File: src/rtl/apb_reg_slave.sv
`timescale 1ns/1ps
`default_nettype none
// ============================================================================
//  Module      : apb_reg_slave
//  Description : APB slave exposing seven 32-bit read/write registers
//                (REG0..REG6 at 0x00..0x18) and a read-only write counter
//                WCOUNT at 0x1C that counts committed register writes.
//                WAIT_CYCLES (0..7) inserts extra access cycles before pready.
//
//  Ports       : hclk     - clock, rising edge active
//                hreset   - synchronous active-high reset
//                psel     - APB slave select
//                penable  - APB access phase
//                pwrite   - 1 = write, 0 = read
//                paddr    - 32-bit byte address
//                pwdata   - 32-bit write data
//                prdata   - 32-bit read data, non-zero only in a read pready cycle
//                pready   - transfer completes in this cycle
//                pslverr  - error response, valid with pready
//
//  Option      : define APB_REG_SLAVE_SLVERR_EN to flag out-of-range accesses
//                and writes to WCOUNT with pslverr; otherwise pslverr is 0.
//
//  Revision    : 1.0 - initial release
// ============================================================================
module apb_reg_slave #(
    parameter int unsigned WAIT_CYCLES = 0
) (
    input  logic        hclk,
    input  logic        hreset,
    input  logic        psel,
    input  logic        penable,
    input  logic        pwrite,
    input  logic [31:0] paddr,
    input  logic [31:0] pwdata,
    output logic [31:0] prdata,
    output logic        pready,
    output logic        pslverr
);

    localparam logic [2:0] c_WAIT_LOAD = 3'(WAIT_CYCLES);
    localparam int         c_NUM_RW    = 7;

    typedef enum logic [1:0] {
        S_IDLE   = 2'd0,
        S_ACCESS = 2'd1,
        S_DONE   = 2'd2
    } state_t;

    state_t      r_state;
    logic [2:0]  r_wait_cnt;
    logic [31:0] r_regs [c_NUM_RW];
    logic [31:0] r_wcount;

    logic        w_in_range;
    logic [2:0]  w_idx;
    logic        w_access;
    logic        w_done;
    logic        w_wr_commit;
    logic [31:0] w_rd_val;

    // Address decode: word-aligned and within the 32-byte window.
    assign w_in_range = (paddr[31:5] == 27'd0) && (paddr[1:0] == 2'b00);
    assign w_idx      = paddr[4:2];

    // An access cycle counts only while the master holds psel and penable.
    assign w_access    = (r_state == S_ACCESS) && psel && penable;
    assign w_done      = w_access && (r_wait_cnt == 3'd0);

    // WCOUNT (index 7) is read-only; writes to it or out of range are dropped.
    assign w_wr_commit = w_done && pwrite && w_in_range && (w_idx != 3'd7);

    // ------------------------------------------------------------------------
    // Transfer FSM and wait counter
    // ------------------------------------------------------------------------
    always_ff @(posedge hclk) begin
        if (hreset) begin
            r_state    <= S_IDLE;
            r_wait_cnt <= 3'd0;
        end else begin
            case (r_state)
                S_IDLE: begin
                    // psel with penable but no prior setup is ignored here.
                    if (psel && !penable) begin
                        r_state    <= S_ACCESS;
                        r_wait_cnt <= c_WAIT_LOAD;
                    end
                end
                S_ACCESS: begin
                    if (!psel) begin
                        // Master abandoned the transfer: nothing commits.
                        r_state <= S_IDLE;
                    end else if (!penable) begin
                        // A fresh setup restarts the wait sequence.
                        r_wait_cnt <= c_WAIT_LOAD;
                    end else if (r_wait_cnt != 3'd0) begin
                        r_wait_cnt <= r_wait_cnt - 3'd1;
                    end else begin
                        r_state <= S_DONE;
                    end
                end
                S_DONE: begin
                    // Back-to-back setup presented during the DONE cycle.
                    if (psel && !penable) begin
                        r_state    <= S_ACCESS;
                        r_wait_cnt <= c_WAIT_LOAD;
                    end else begin
                        r_state <= S_IDLE;
                    end
                end
                default: begin
                    r_state    <= S_IDLE;
                    r_wait_cnt <= 3'd0;
                end
            endcase
        end
    end

    // ------------------------------------------------------------------------
    // Register file and write counter
    // ------------------------------------------------------------------------
    always_ff @(posedge hclk) begin
        if (hreset) begin
            for (int i = 0; i < c_NUM_RW; i++) begin
                r_regs[i] <= 32'd0;
            end
            r_wcount <= 32'd0;
        end else if (w_wr_commit) begin
            for (int i = 0; i < c_NUM_RW; i++) begin
                if (w_idx == 3'(i)) begin
                    r_regs[i] <= pwdata;
                end
            end
            r_wcount <= r_wcount + 32'd1;   // wraps naturally at 2^32
        end
    end

    // ------------------------------------------------------------------------
    // Read mux
    // ------------------------------------------------------------------------
    always_comb begin
        w_rd_val = 32'd0;
        if (w_in_range) begin
            if (w_idx == 3'd7) begin
                w_rd_val = r_wcount;
            end else begin
                for (int i = 0; i < c_NUM_RW; i++) begin
                    if (w_idx == 3'(i)) begin
                        w_rd_val = r_regs[i];
                    end
                end
            end
        end
    end

    assign pready = w_done;
    assign prdata = (w_done && !pwrite) ? w_rd_val : 32'd0;

`ifdef APB_REG_SLAVE_SLVERR_EN
    assign pslverr = w_done && (!w_in_range || (pwrite && (w_idx == 3'd7)));
`else
    assign pslverr = 1'b0;
`endif

endmodule
`default_nettype wire

File: config.mk
export PLATFORM = sky130hd
export DESIGN_NAME = apb_reg_slave
export DESIGN_NICKNAME = d
export VERILOG_FILES = /design/src/rtl/apb_reg_slave.sv
export SDC_FILE = /design/constraint.sdc
export NUM_CORES = 1
export LEC_CHECK = 0
export ABC_AREA = 0
export CAP_MARGIN = 5
export CORE_ASPECT_RATIO = 1.4
export CORE_UTILIZATION = 50
export CTS_BUF_LIST = sky130_fd_sc_hd__clkbuf_8
export DETAILED_ROUTE_END_ITERATION = 6
export GPL_TIMING_DRIVEN = 0
export PLACE_DENSITY = 0.84
export SLEW_MARGIN = 15
export SYNTH_ARGS = -nofsm -noshare
export SYNTH_HDL_FRONTEND = slang
export SYNTH_SLANG_ARGS = --single-unit
File: constraint.sdc
create_clock -name hclk -period 3.5 [get_ports hclk]
set_input_delay 0.525 -clock hclk [delete_from_list [all_inputs] [get_ports hclk]]
set_output_delay 0.525 -clock hclk [all_outputs]
set_load 0.05 [all_outputs]
==> impl_metrics.json <==
{
  "status": "complete, no violations",
  "yosysUniqueCellTypes": 43,
  "slew_headroom_pct": 36.0,
  "final-instance-count-excl-fill": 1586,
  "routabilityCongestion": 0.840,
  "grt-busiest-layer": "met2",
  "synth_top_family_by_area": "simple AND/OR/NAND/NOR gates",
  "syn_area_um2": 12000,
  "routed_via_density": 6.06,
  "period_share_pct": 99.8,
  "yosysSeqAreaShare_pct": 62.3,
  "synth-xor-area-share_pct": 0.731,
  "htree_levels": 2,
  "synthArstFlopShare_pct": 0,
  "detail-route-antenna-nets": 0,
  "via_count": 9606,
  "critPathKind": "flip-flop to output port",
  "die_y_um": 185,
  "clk_latency_ns": 0.56,
  "startpoint": "r_wait_cnt[0]",
  "path_clk_slew_ns": 0.07,
  "drcViolationCount": 0,
  "syn2layout_area_growth_pct": 24.7,
  "maxCapViolCount": 0,
  "synth_ff_type": "edfxtp_1",
  "total_leakage_power_nw": 5.39,
  "cts-buffers-inserted": 39,
  "grt_overflow_total": 0,
  "finalSetupViolCount": 0,
  "cts_tree": "done",
  "synth.top_cell.area_share_pct": 56.1,
  "start_util_pct": 51.3,
  "worstPathMaxFanout": 8,
  "fmax_mhz": 286,
  "yosys_register_bits": 261,
  "crit_path_end_kind": "output port",
  "placementRows": 66,
  "finClkSkew_ns": 0.0222,
  "grt_max_degree": 24,
  "hp-class": "flip-flop to flip-flop",
  "final_area_um2": 14900,
  "drtIter0Drc": 1277,
  "synth_largest_area_cell": "edfxtp_1",
  "grtUsageMet3_pct": 5.36,
  "cts.sinks": 261,
  "syn_area_per_cell_um2": 11.0,
  "grt_pass1_wl_mm": 52.3,
  "clockBufferDepth": 3,
  "coreArea_um2": 23400,
  "grt_pass1_vias": 9534,
  "die_area_um2": 24600,
  "die_w_um": 133,
  "synth_compound_area_share_pct": 10.4,
  "final_hold_viol_count": 0,
  "grt_setup_unrepaired": "true",
  "gr-usage-met2_pct": 50.3,
  "synthMuxAreaShare_pct": 4.55,
  "antenna_found_initial": 0,
  "drt-wirelength-per-cell_um": 22.4,
  "nets": 1322,
  "cp-start-kind": "flip-flop",
  "num_io_pins": 103,
  "synth_most_common_cell": "nor2_1",
  "min-delay-start": "r_state[1]",
  "cts_root_buffer": "clkbuf_8",
  "track_usage_pct": 28.6,
  "ir_worst_vdd_mv": 0.280,
  "worst_pin_slew_ns": 0.959,
  "layout-drive-gt1-share_pct": 17.1,
  "port-buffer-count": 99,
  "netlist_top_cells_area": "edfxtp_1 (56%), nor2_1 (7.9%), dfxtp_1 (6.2%), a21oi_1 (4.4%), nand2b_1 (3.4%)",
  "synth_edf_count": 224,
  "p_per_area_nw_per_um2": 440,
  "dp_hpwl_mm": 22.7,
  "synth_common_cells": "nor2_1 (253), edfxtp_1 (224), a21oi_1 (106)",
  "dp_cells": 1501,
  "synthAdderAreaFrac_pct": 0.313,
  "register_area_um2": 7470,
  "hold_buffers": 0,
  "diodes": 0,
  "fill_cells": 1654,
  "rr_startpoint": "r_wait_cnt[0]",
  "synth_simple_gate_area_share_pct": 17.5,
  "drt_pass1_iterations": 6,
  "setup_tns_ns": 0,
  "yosys_warnings": 0,
  "use_met1_pct": 32.3,
  "crit_required_ns": 2.97,
  "multi_input_area_um2": 4470,
  "finish.utilization_pct": 64.0,
  "netlist_instances": 1089,
  "crit_arrival_ns": 2.97,
  "placedInstanceArea_um2": 13600,
  "syn-num-nets": 1161,
  "routed_wl_mm": 35.5,
  "slew_viol_final": 0,
  "fin_crit_ns": 3.49
}
## power by group
group | switching, mW | leakage [nW] | total [mW] | internal, mW
logic | 0.349 | 2.37 | 0.568 | 0.220
clock network | 1.19 | 0.446 | 2.50 | 1.30
registers | 0.0322 | 2.58 | 3.51 | 3.48
## area by class of cell
| type | count | area share [%] |
|---|---|---|
| Clock buffer | 44 | 4.05 |
| Clock inverter | 27 | 1.10 |
| Multi-Input combinational cell | 708 | 29.9 |
| Sequential cell | 261 | 50.0 |
| Timing Repair Buffer | 120 | 8.56 |
| Buffer | 74 | 2.73 |
| Tap cell | 306 | 2.56 |
| Inverter | 46 | 1.16 |
## through the flow
step / total power, mW / hold WS, ns / worst slack, ns
2_1_floorplan: 3.85 / 0.445 / -0.388
3_3_place_gp: 4.04 / 0.459 / -2.55
3_5_place_dp: 4.08 / 0.470 / -1.30
4_1_cts: 6.53 / 0.480 / -0.0244
5_1_grt: 6.74 / 0.523 / -0.0518
6_report: 6.57 / 0.476 / 0.00726
## logic make-up (layout without fill, tap and decap cells)
logic type,after synthesis,in the layout
fa+ha+maj,3,3
flops,261,261
xor+xnor,10,10
compound gates,212,212
mux,42,42
simple gates,440,440
buf+inv,120,311
other cells,1,1
## timing repair
action,4_1_cts,5_1_grt
setup endpoints to repair,52,32
buffers inserted,4,7
gates cloned,0,3
pin swaps,2,7
resized for setup,267,47
## placed cells by master, fill, tap and decap left out, types with 13 or more instances in the layout
master	netlist	layout
nor2_1	253	253
edfxtp_1	224	224
a21oi_1	106	106
clkdlybuf4s50_1	0	67
nand2b_1	65	59
inv_1	46	58
clkbuf_8	0	44
o21ai_0	43	43
clkbuf_1	51	37
dfxtp_1	37	36
mux2i_1	32	32
o22ai_1	28	28
o21ba_2	27	27
buf_4	2	24
nor4_4	0	23
buf_6	3	19
or3_1	17	17
nand2_1	17	16
buf_2	9	13
## sequential cells by signal, summed over array words and instances (netlist names)
name        flops
r_wcount       32
r_wait_cnt      3
r_regs        224
r_state         2
## layer usage
metal,up-vias,wire [um]
li1,4218,-
met1,4532,11800
met2,691,17700
met3,165,3930
met4,0,2090
met5,-,0
## worst max-delay path, stage by stage, from the launching register on
cell       delay (ns)
dfxtp_2          0.32
inv_2            0.08
ha_4             0.14
ha_4             0.12
inv_2            0.04
or3_4            0.41
nor3_4           0.23
buf_6            0.16
nand2_8          0.12
clkbuf_16        0.22
nor4_4           0.36
buf_6            0.21
## path summary, 6_finish.rpt
check / slack, ns / to / cells past startpoint
hold reg to reg: 0.48 / r_state[0] / 1
setup reg to reg: 0.09 / r_regs[4][6] / 13
hold / removal: 0.48 / r_state[0] / 1
setup / recovery: 0.007 / prdata[25] / 11
Power figures use the tool's default switching activity.
